$ cat src/rtl/bus_arbiter_4_pkg.sv
// Shared definitions for the four-way round-robin bus arbiter:
// FSM state encoding, requester count and the rotating priority search.
package bus_arbiter_4_pkg;

  typedef enum logic {
    ARB_IDLE = 1'b0,
    ARB_OWN  = 1'b1
  } arbState_t;

  localparam int ARB_NR_REQ = 4;

  // Returns {found, idx}. Search order is ptr+1, ptr+2, ptr+3, ptr (mod 4).
  // The loop runs from lowest to highest priority, so the last hit wins.
  function automatic logic [2:0] rr_pick(input logic [3:0] req, input logic [1:0] ptr);
    logic [2:0] result;
    logic [1:0] idx;
    result = 3'b000;
    for (int k = ARB_NR_REQ; k >= 1; k--) begin
      idx = ptr + 2'(k);
      if (req[idx]) result = {1'b1, idx};
    end
    return result;
  endfunction

endpackage

$ cat src/rtl/bus_arbiter_4_mux.sv
// Four-input bus multiplexer steered by the arbiter's registered select.
module Mux_4 #(
  parameter int NrOfBits = 32
) (
  input  logic [1:0]          Sel,
  input  logic [NrOfBits-1:0] In_0,
  input  logic [NrOfBits-1:0] In_1,
  input  logic [NrOfBits-1:0] In_2,
  input  logic [NrOfBits-1:0] In_3,
  output logic [NrOfBits-1:0] MuxOut
);

  always_comb begin
    case (Sel)
      2'd0:    MuxOut = In_0;
      2'd1:    MuxOut = In_1;
      2'd2:    MuxOut = In_2;
      default: MuxOut = In_3;
    endcase
  end

endmodule

$ cat src/rtl/bus_arbiter_4.sv
// Round-robin arbiter owning a shared 4:1 bus mux; grant and select are registered.
// Define ARB_HOLD_LIMIT_EN to preempt an owner after MaxHold cycles when others wait.
module bus_arbiter_4
  import bus_arbiter_4_pkg::*;
#(
  parameter int NrOfBits = 32,
  parameter int MaxHold  = 8
) (
  input  logic                  Clock,
  input  logic                  Reset_n,
  input  logic [ARB_NR_REQ-1:0] Req,
  input  logic [NrOfBits-1:0]   In_0,
  input  logic [NrOfBits-1:0]   In_1,
  input  logic [NrOfBits-1:0]   In_2,
  input  logic [NrOfBits-1:0]   In_3,
  output logic [ARB_NR_REQ-1:0] Gnt,
  output logic [1:0]            Sel,
  output logic                  Valid,
  output logic [NrOfBits-1:0]   BusOut
);

  if (MaxHold < 1 || MaxHold > 15) begin : gBadMaxHold
    $error("MaxHold must lie in 1..15");
  end

  arbState_t             state, stateNext;
  logic [ARB_NR_REQ-1:0] gntNext, pickReq;
  logic [1:0]            selNext, ptr, ptrNext;
  logic [2:0]            pick;
  logic                  arbitrate, grantNew;

`ifdef ARB_HOLD_LIMIT_EN
  localparam logic [3:0] HoldLast = 4'(MaxHold - 1);

  logic [3:0]            holdCnt;
  logic [ARB_NR_REQ-1:0] others;

  // While owning, Gnt is the owner's one-hot, so this masks the owner out.
  assign others = Req & ~Gnt;
`endif

  // Decide whether this cycle re-arbitrates and over which requests.
  always_comb begin
    arbitrate = 1'b0;
    pickReq   = Req;
    case (state)
      ARB_IDLE: arbitrate = 1'b1;
      ARB_OWN: begin
        if (!Req[Sel]) begin
          arbitrate = 1'b1;
        end
`ifdef ARB_HOLD_LIMIT_EN
        else if (holdCnt == HoldLast && others != '0) begin
          arbitrate = 1'b1;
          pickReq   = others;
        end
`endif
      end
    endcase
  end

  assign pick     = rr_pick(pickReq, ptr);
  assign grantNew = arbitrate && pick[2];

  always_comb begin
    stateNext = state;
    gntNext   = Gnt;
    selNext   = Sel;
    ptrNext   = ptr;
    if (grantNew) begin
      stateNext = ARB_OWN;
      gntNext   = 4'b0001 << pick[1:0];
      selNext   = pick[1:0];
      ptrNext   = pick[1:0];
    end else if (arbitrate) begin
      // Nobody is asking: release the bus but keep Sel so BusOut stays put.
      stateNext = ARB_IDLE;
      gntNext   = '0;
    end
  end

  always_ff @(posedge Clock or negedge Reset_n) begin
    if (!Reset_n) begin
      state <= ARB_IDLE;
      Gnt   <= '0;
      Sel   <= 2'd0;
      ptr   <= 2'd3;
    end else begin
      state <= stateNext;
      Gnt   <= gntNext;
      Sel   <= selNext;
      ptr   <= ptrNext;
    end
  end

`ifdef ARB_HOLD_LIMIT_EN
  always_ff @(posedge Clock or negedge Reset_n) begin
    if (!Reset_n) begin
      holdCnt <= 4'd0;
    end else if (grantNew) begin
      holdCnt <= 4'd0;
    end else if (state == ARB_OWN && holdCnt != HoldLast) begin
      holdCnt <= holdCnt + 4'd1;
    end
  end
`endif

  assign Valid = |Gnt;

  Mux_4 #(
    .NrOfBits(NrOfBits)
  ) uMux (
    .Sel   (Sel),
    .In_0  (In_0),
    .In_1  (In_1),
    .In_2  (In_2),
    .In_3  (In_3),
    .MuxOut(BusOut)
  );

endmodule

$ cat config.mk
export PLATFORM = sky130hd
export DESIGN_NAME = bus_arbiter_4
export DESIGN_NICKNAME = d
export VERILOG_FILES = /design/src/rtl/bus_arbiter_4_pkg.sv /design/src/rtl/bus_arbiter_4_mux.sv /design/src/rtl/bus_arbiter_4.sv
export SDC_FILE = /design/constraint.sdc
export NUM_CORES = 1
export LEC_CHECK = 0
export BUFFER_PORTS_ARGS = -buffer_cell sky130_fd_sc_hd__clkbuf_2
export CORE_MARGIN = 4
export CORE_UTILIZATION = 34
export DETAILED_ROUTE_END_ITERATION = 10
export PLACE_DENSITY = 0.85
export SYNTH_ARGS = -nofsm -noshare
export SYNTH_HDL_FRONTEND = slang
export SYNTH_HIERARCHICAL = 1
export SYNTH_SLANG_ARGS = --single-unit
export TNS_END_PERCENT = 50
$ cat constraint.sdc
create_clock -name Clock -period 4.8 [get_ports Clock]
set_input_delay 0.96 -clock Clock [delete_from_list [all_inputs] [get_ports Clock]]
set_output_delay 0.96 -clock Clock [all_outputs]
set_load 0.05 [all_outputs]
==> results of run 1 <==
[through the flow]
step | instance area (um^2) | utilization [%] | hold WS, ns | power [mW]
after floorplan | 1310 | - | 0.647 | 1.37
after global placement | 2140 | 58.0 | 0.488 | 1.56
after detailed placement | 2140 | 58.0 | 0.485 | 1.58
after CTS | 2180 | 59.2 | 0.503 | 1.67
after global routing | 2180 | 59.2 | 0.531 | 1.73
final | 2180 | 59.2 | 0.502 | 1.65
[report_power, final]
| part | leakage, nW | internal (mW) | switching, mW |
|---|---|---|---|
| Sequential | 0.105 | 0.113 | 0.128 |
| Clock | 0.0228 | 0.0578 | 0.0292 |
| Combinational | 1.02 | 0.461 | 0.860 |
[registers in the layout, indices dropped and copies added, names as in the netlist]
signal  count
state       1
Gnt         4
Sel         2
ptr         2
[synthesized netlist by cell type]
cell / number / area, um^2
o221a_2: 1 / 11.3
or4_1: 1 / 7.51
buf_12: 3 / 60.1
mux4_1: 2 / 52.6
nand2b_1: 2 / 12.5
a21oi_1: 2 / 10.0
nor4_2: 1 / 12.5
nor2_4: 1 / 11.3
a22o_1: 1 / 8.76
a211oi_1: 1 / 7.51
mux2i_1: 1 / 10.0
o41ai_1: 2 / 17.5
o31ai_1: 2 / 15.0
buf_2: 3 / 15.0
dfrtp_1: 7 / 175
inv_1: 1 / 3.75
mux4_2: 31 / 698
and2_4: 1 / 8.76
mux2_1: 4 / 45.0
buf_6: 2 / 22.5
dfstp_2: 2 / 52.6
clkbuf_1: 1 / 3.75
nor2b_1: 1 / 6.26
a211o_1: 1 / 8.76
o221ai_1: 1 / 8.76
nor2_1: 1 / 3.75
nand2_1: 6 / 22.5
[worst max-delay path: cells and delay by family, from the launching register on]
family	cells	cell delay, ns
buffers and inverters	1	0.25
DFF	1	1.04
muxes	1	0.66
[per-layer routing]
| layer | GRT usage [%] | share of wire, % |
|---|---|---|
| met1 | 22.5 | 33 |
| met2 | 42.3 | 58 |
| met3 | 3.74 | 8.6 |
| met4 | 2.55 | 0.48 |
| met5 | 0 | 0 |
[layout make-up]
type,instances,area [um^2]
clock buffer,4,45.0
fill,321,1500
inverter,1,3.75
multi-input combinational,63,978
sequential,9,229
tap,48,60.1
timing repair buffer,173,868
[worst max-delay path by stage]
stage | cells after the start | startpoint | end | slack, ns
2_1_floorplan | 1 | In_1[30] | BusOut[30] | 2.14
3_3_place_gp | 2 | Sel[0] | BusOut[30] | 1.84
3_5_place_dp | 2 | Sel[0] | BusOut[30] | 1.81
4_1_cts | 2 | Sel[0] | BusOut[30] | 1.55
5_1_grt | 2 | Sel[0] | BusOut[30] | 1.43
6_report | 2 | Sel[0] | BusOut[31] | 1.63
[logic make-up after synthesis]
family,synth area share (%)
buffers and inverters,8.01
AO/OA/AOI/OAI,6.68
AND/OR/NAND/NOR,6.49
flip-flops,17.4
multiplexers,61.5
==> impl_metrics.csv, run 1 <==
group,metric,value,unit
synth,yosysSeqAreaShare,17.4,%
cells_and_area,area_delta_synth_final,66.6,%
timing,setup_viol,0,
drt,first_iter_violations,55,
grt,track_usage,20.8,%
timing,clock.fmax,316,MHz
placement,place_congestion,0.797,
cells_and_area,drive_above_1_share,85.6,%
floorplan,core,0.00369,mm^2
grt,grt_overflow,0,
clocking,post_cts_buffers,0,
timing,tightestPinTransition,1.04,ns
floorplan,initial_core_util,35.5,%
grt,grt_max_degree,36,
worst_setup_path,worstPathCellList,"mux4_1 > clkbuf_2",
grt,grt_pass1_wl,8250,um
worst_hold_path,holdCritStartpoint,"Gnt[0]",
worst_setup_path,critPathArrivalTime,2.21,ns
clocking,cts.sinks,9,
timing,rsz0062_at_grt,"no",
timing,slew_violations,0,
worst_setup_path,r2r_cells,4,
cells_and_area,layoutNonFillerInstCount,298,
drt,totalWireLength,5210,um
cells_and_area,n_antenna_cell,0,
timing,setup_slack,1.63,ns
worst_hold_path,whs_endpoint,"Gnt[0]",
drt,route.detailed.drc,0,
worst_setup_path,critPathKind,"register to output port",
clocking,root_buffer,"clkbuf_8",
synth,syn_nets,216,
timing,relSlewSlack,30.7,%
floorplan,die_x,70.1,um
worst_setup_path,worstSetupStartpointType,"register",
worst_setup_path,reg2reg_from,"Sel[0]",
clocking,clk_latency,0.23,ns
synth,yosys_warnings,6,
drt,dr.pass1.iters,4,
timing,period_share,66.0,%
cells_and_area,layout_commonest_cell,"clkbuf_2",
worst_hold_path,hold_class,"register to register",
synth,syn_inst,82,
placement,port_buffers,172,
floorplan,die_y,70.1,um
cells_and_area,layout_common_cells,"clkbuf_2, mux4_2, dfrtp_1, nand2_1, mux2_1",
timing,hold_violations,0,
clocking,cts_tree,"built",
clocking,cts_max_path_buffers,2,
power_and_ir_drop,leakagePower,1.14,nW
placement,dpl_worst_slack,1.81,ns
grt,grt_antenna_before_repair,0,
floorplan,die-area,0.00491,mm^2
synth,syn-cell-area,0.00131,mm^2
clocking,cts_max_level,1,
placement,hpwl,4610,um
worst_setup_path,crit_required,3.84,ns
drt,vias,1539,
cells_and_area,fin_nets,385,
floorplan,rows,22,
worst_setup_path,slowest_stage,"dfrtp_2",
worst_setup_path,crit_fanout,35,
synth,avgSynthCellArea,16.0,um^2
synth,yosys.cell_types.count,27,
power_and_ir_drop,irDropWorstVdd,0.411,mV
grt,grt_pass1_vias,1700,
outcome,outcome,"finished clean",
drt,wire_per_inst,17.5,um
timing,skew,0.000938,ns
clocking,cts.repair.resized,0,
timing,fin_crit,3.17,ns
clocking,numCtsBuffers,3,
timing,setup_tns,0,ns
drt,via_per_inst,5.16,
worst_hold_path,min_path_cells,2,
power_and_ir_drop,power_density,755,mW/mm^2
clocking,cts_hold_buf,0,
worst_setup_path,r2r_setup_slack,2.34,ns
synth,synth-seq-cells,9,
worst_setup_path,critPathMaxStageDelay,1.04,ns
clocking,clk_pin_slew,0.04,ns
drt,antenna_left,0,
job,drv_cap,0,
floorplan,boundaryPins,173,
worst_setup_path,reg2reg_to,"Sel[1]",
placement,place_inst,294,
worst_setup_path,end_kind,"output port",
No activity file was read; power rests on OpenSTA's default activity.
==> run 2: changes to the inputs <==
ABC_AREA = 1   (was not set)
CORE_UTILIZATION = 37   (was 34)
PLACE_DENSITY = 0.82   (was 0.85)
clock period = 3 ns   (was 4.8 ns; I/O delays follow)
==> impl_metrics.csv, run 2 <==
group,metric,value,unit
outcome,outcome,"finished clean",
worst_setup_path,reg2reg_to,"Sel[1]",
synth,syn_inst,271,
synth,async_reset_ff_share,100,%
synth,yosys.cell_types.count,23,
clocking,clk_latency,0.23,ns
clocking,cts_tree,"built",
drt,totalWireLength,7170,um
cells_and_area,largest_register,"Gnt",
worst_setup_path,worstSetupStartpointType,"register",
grt,grt_antenna_before_repair,0,
synth,synth-seq-cells,9,
power_and_ir_drop,clock_power_share,4.0,%
synth,yosys_warnings,6,
grt,grt_pass1_wl,11300,um
drt,dr.pass1.iters,5,
placement,port_buffers,172,
worst_setup_path,worstPathCellList,"inv_2 > nand3_1 > nand4_1 > clkbuf_2",
floorplan,boundaryPins,173,
cells_and_area,fin_nets,562,
timing,relSlewSlack,62.0,%
cells_and_area,seq_area,230,um^2
worst_setup_path,critPathKind,"register to output port",
clocking,cts.sinks,9,
drt,wire_per_inst,15.0,um
worst_setup_path,r2r_setup_slack,1.31,ns
floorplan,initial_core_util,38.8,%
worst_setup_path,end_kind,"output port",
floorplan,rows,24,
synth,yosysTopAreaCell,"nand3_1",
drt,antenna_left,0,
cells_and_area,n_antenna_cell,0,
timing,period_share,86.4,%
clocking,cts_max_path_buffers,2,
power_and_ir_drop,swShare,70.8,%
power_and_ir_drop,leakagePower,1.39,nW
placement,hpwl,5710,um
cells_and_area,multi_input_area,0.00120,mm^2
worst_setup_path,slowest_stage,"dfrtp_2",
timing,rsz0062_at_grt,"no",
floorplan,core,0.00441,mm^2
grt,track_usage,22.9,%
placement,place_inst,475,
job,drv_cap,0,
placement,place_congestion,0.946,
worst_setup_path,critPathMaxStageDelay,0.61,ns
drt,vias,2595,
cells_and_area,area_delta_synth_final,46.9,%
synth,synth.area.top_cells,"nand3_1, nand2_1, nand4_1, dfrtp_1, nand3_2",
clocking,cts_max_level,1,
grt,grt_max_degree,49,
cells_and_area,layout_common_cells,"clkbuf_2, nand3_1, nand2_1",
clocking,clk_pin_slew,0.04,ns
worst_setup_path,crit_required,2.40,ns
power_and_ir_drop,p_int,1.01,mW
timing,slew_violations,0,
synth,synth_most_common_cell,"nand3_1",
power_and_ir_drop,combPwrFrac,87.3,%
synth,syn-cell-area,0.00171,mm^2
grt,grt_pass1_vias,2311,
floorplan,die_y,76.0,um
worst_setup_path,crit_fanout,32,
cells_and_area,largest_register_ffs,4,
worst_setup_path,critPathArrivalTime,1.99,ns
clocking,numCtsBuffers,3,
grt,grt_overflow,0,
clocking,post_cts_buffers,0,
synth,synth_top_area_share,26.9,%
synth,yosysSeqAreaShare,13.3,%
drt,route.detailed.drc,0,
worst_setup_path,r2r_cells,7,
clocking,cts_hold_buf,0,
timing,clock.fmax,386,MHz
cells_and_area,layout_commonest_cell,"clkbuf_2",
timing,hold_violations,0,
power_and_ir_drop,p_seq_share,8.7,%
cells_and_area,fill_cells,462,
synth,avgSynthCellArea,6.32,um^2
synth,syn_nets,405,
power_and_ir_drop,irDropWorstVdd,0.920,mV
floorplan,die_x,76.0,um
cells_and_area,top_regs,"Gnt: 4 flops, Sel: 2 flops, ptr: 2 flops",
timing,setup_viol,0,
cells_and_area,layoutNonFillerInstCount,479,
power_and_ir_drop,power_density,1380,mW/mm^2
timing,tightestPinTransition,0.571,ns
timing,skew,0.00307,ns
clocking,root_buffer,"clkbuf_8",
worst_hold_path,hold_class,"primary input to async pin",
worst_setup_path,reg2reg_from,"Sel[1]",
synth,synth_edf_count,0,
drt,first_iter_violations,157,
synth,synth_flop_cell,"dfrtp_1",
worst_setup_path,cp-startpoint,"Sel[0]",
clocking,cts.repair.resized,0,
timing,setup_tns,0,ns
power_and_ir_drop,power_switching,2.45,mW
timing,fin_crit,2.59,ns
floorplan,die-area,0.00578,mm^2
synth,synth_common_cells,"nand3_1, nand2_1, nand4_1",
drt,via_per_inst,5.42,
cells_and_area,drive_above_1_share,50.6,%
[run 2: worst max path at each step]
stage	end	slack (ns)	cells after the start
5_1_grt	BusOut[6]	0.31	4
3_3_place_gp	BusOut[5]	0.70	4
3_5_place_dp	BusOut[1]	0.67	5
6_report	BusOut[15]	0.41	4
4_1_cts	BusOut[1]	0.42	5
2_1_floorplan	BusOut[12]	0.75	4
[run 2: cells by family after synthesis]
family          synth area share (%)
simple gates                    64.6
flops                           13.3
buf+inv                         16.7
compound gates                  5.41
[run 2: cell type report]
cell class / count / share of cell area, %
multi-input cells: 224 / 47.7
repair buffers: 176 / 36.4
flip-flops and latches: 9 / 9.15
well taps: 52 / 2.59
inverters: 14 / 2.39
clock buffers: 4 / 1.79
[run 2: power groups by stage]
stage	logic [mW]	registers (mW)	clock network, mW
finish	3.03	0.301	0.138
global route	3.24	0.315	0.151
CTS	3.02	0.302	0.142
detailed placement	3.02	0.302	0
global placement	2.99	0.295	0
floorplan	2.48	0.344	0
[run 2: routing by layer]
metal  vias to the layer above  global-route usage, %  part of all wire [%]
met3                         8                   3.90                   9.6
met2                       144                   40.4                    52
met1                      1167                   29.0                    37
met5                         -                      0                     0
met4                         0                   4.63                   1.1
li1                       1276                      -                     -
[run 2: through the flow]
| step | area (um^2) | total power [mW] | hold WS (ns) | utilization [%] | setup WS, ns |
|---|---|---|---|---|---|
| final | 2510 | 3.47 | 0.213 | 57.0 | 0.408 |
| after detailed placement | 2470 | 3.32 | 0.465 | 56.0 | 0.675 |
| after floorplan | 1710 | 2.82 | 0.304 | - | 0.749 |
| after CTS | 2510 | 3.47 | 0.216 | 57.0 | 0.423 |
| after global placement | 2470 | 3.28 | 0.462 | 56.0 | 0.703 |
| after global routing | 2510 | 3.70 | 0.218 | 57.0 | 0.310 |
[run 2: critical path, delay by kind of cell (launching register included)]
kind	cells	cell delay, ns
DFF	1	0.61
and+or+nand+nor	2	0.34
buffers and inverters	2	0.81
==> run 3: changes to the inputs <==
RECOVER_POWER = 100   (was not set)
SLEW_MARGIN = 15   (was not set)
==> impl_metrics.csv, run 3 (synthesis results as in run 2) <==
group,metric,value,unit
outcome,outcome,"finished clean",
timing,slew_violations,0,
drt,route.detailed.drc,0,
worst_setup_path,critPathArrivalTime,2.14,ns
floorplan,boundaryPins,173,
floorplan,core,0.00441,mm^2
clocking,cts_hold_buf,0,
clocking,clk_pin_slew,0.04,ns
grt,grt_pass1_wl,11300,um
clocking,cts.sinks,9,
placement,place_inst,475,
floorplan,die_y,76.0,um
floorplan,die-area,0.00578,mm^2
floorplan,die_x,76.0,um
cells_and_area,n_antenna_cell,0,
cells_and_area,largest_register_ffs,4,
placement,port_buffers,172,
placement,place_congestion,0.946,
grt,grt_antenna_before_repair,0,
timing,fin_crit,2.74,ns
cells_and_area,largest_register,"Gnt",
clocking,cts_tree,"built",
timing,hold_violations,0,
timing,setup_tns,0,ns
power_and_ir_drop,power_density,1380,mW/mm^2
drt,totalWireLength,7140,um
clocking,post_cts_buffers,0,
cells_and_area,drive_above_1_share,45.9,%
cells_and_area,area_delta_synth_final,44.5,%
placement,hpwl,5710,um
cells_and_area,layout_common_cells,"clkbuf_2, nand3_1, nand2_1",
power_and_ir_drop,irDropWorstVdd,0.898,mV
worst_hold_path,hold_class,"primary input to async pin",
grt,track_usage,22.9,%
drt,wire_per_inst,14.9,um
job,drv_cap,0,
cells_and_area,final_core_util,56.0,%
cells_and_area,fin_nets,562,
placement,dpl_worst_slack,0.675,ns
drt,first_iter_violations,146,
drt,vias,2574,
timing,whs,0.294,ns
placement,dpl_cell_area,0.00247,mm^2
drt,antenna_left,0,
drt,dr.pass1.iters,5,
clocking,cts_max_path_buffers,2,
cells_and_area,layoutNonFillerInstCount,479,
floorplan,initial_core_util,38.8,%
worst_setup_path,end_kind,"output port",
cells_and_area,stdcell_area,0.00247,mm^2
timing,period_share,91.2,%
grt,grt_overflow,0,
timing,setup_slack,0.263,ns
timing,rsz0062_at_grt,"no",
clocking,numCtsBuffers,3,
grt,grt_pass1_vias,2311,
clocking,root_buffer,"clkbuf_8",
cells_and_area,layout_commonest_cell,"clkbuf_2",
timing,skew,0.00283,ns
power_and_ir_drop,total_power,3.40,mW
worst_setup_path,crit_required,2.40,ns
drt,via_per_inst,5.37,
worst_setup_path,critPathKind,"register to output port",
timing,clock.fmax,365,MHz
worst_setup_path,crit_fanout,25,
timing,tightestPinTransition,1.01,ns
grt,grt_max_degree,49,
timing,relSlewSlack,32.2,%
power_and_ir_drop,leakagePower,1.33,nW
clocking,cts_max_level,1,
floorplan,rows,24,
timing,setup_viol,0,
clocking,cts.repair.resized,0,
worst_setup_path,worstSetupStartpointType,"register",
clocking,clk_latency,0.23,ns
cells_and_area,top_regs,"Gnt: 4 flops, Sel: 2 flops, ptr: 2 flops",
==> run 3: cell counts in the layout (fill, tap and decap cells not counted) <==
Identical to the previous run, type by type.
==> run 3: worst paths after layout <==
| path | startpoint | end | slack [ns] | depth (start not counted) |
|---|---|---|---|---|
| max | Sel[0] | BusOut[19] | 0.26 | 5 |
| min reg2reg | Gnt[3] | Gnt[3] | 0.51 | 2 |
| min in group Clock | Gnt[3] | Gnt[3] | 0.51 | 2 |
| min | Reset_n | Gnt[3] | 0.29 | 1 |
| max reg2reg | Sel[1] | Sel[1] | 0.75 | 7 |
| max in group asynchronous | Reset_n | Sel[0] | 2.36 | 1 |
==> run 3: where the power goes <==
| part | leakage, nW | switching (mW) | total (mW) | internal, mW |
|---|---|---|---|---|
| clock | 0.0228 | 0.0454 | 0.138 | 0.0924 |
| sequential | 0.105 | 0.115 | 0.301 | 0.186 |
| combinational | 1.20 | 2.27 | 2.97 | 0.692 |
==> run 3: per-layer routing <==
metal	global-route usage (%)	share of wire, %	vias to the layer above
li1	-	-	1277
met1	29.0	37	1152
met2	40.4	53	137
met3	3.90	9.0	8
met4	4.63	1.2	0
met5	0	0	-
==> run 3: layout make-up <==
class                      instances  area (um^2)
multi-input combinational        224         1180
fill                             475         1940
clock buffer                       4         45.0
sequential                         9          230
inverter                          14         60.1
timing repair buffer             176          895
tap                               52         65.1
==> run 3: critical path: stages, from the launching register on <==
cell	delay (ns)
dfrtp_2	0.61
nor2_2	0.45
buf_12	0.22
nand2_1	0.06
nand4_1	0.06
clkbuf_1	0.49
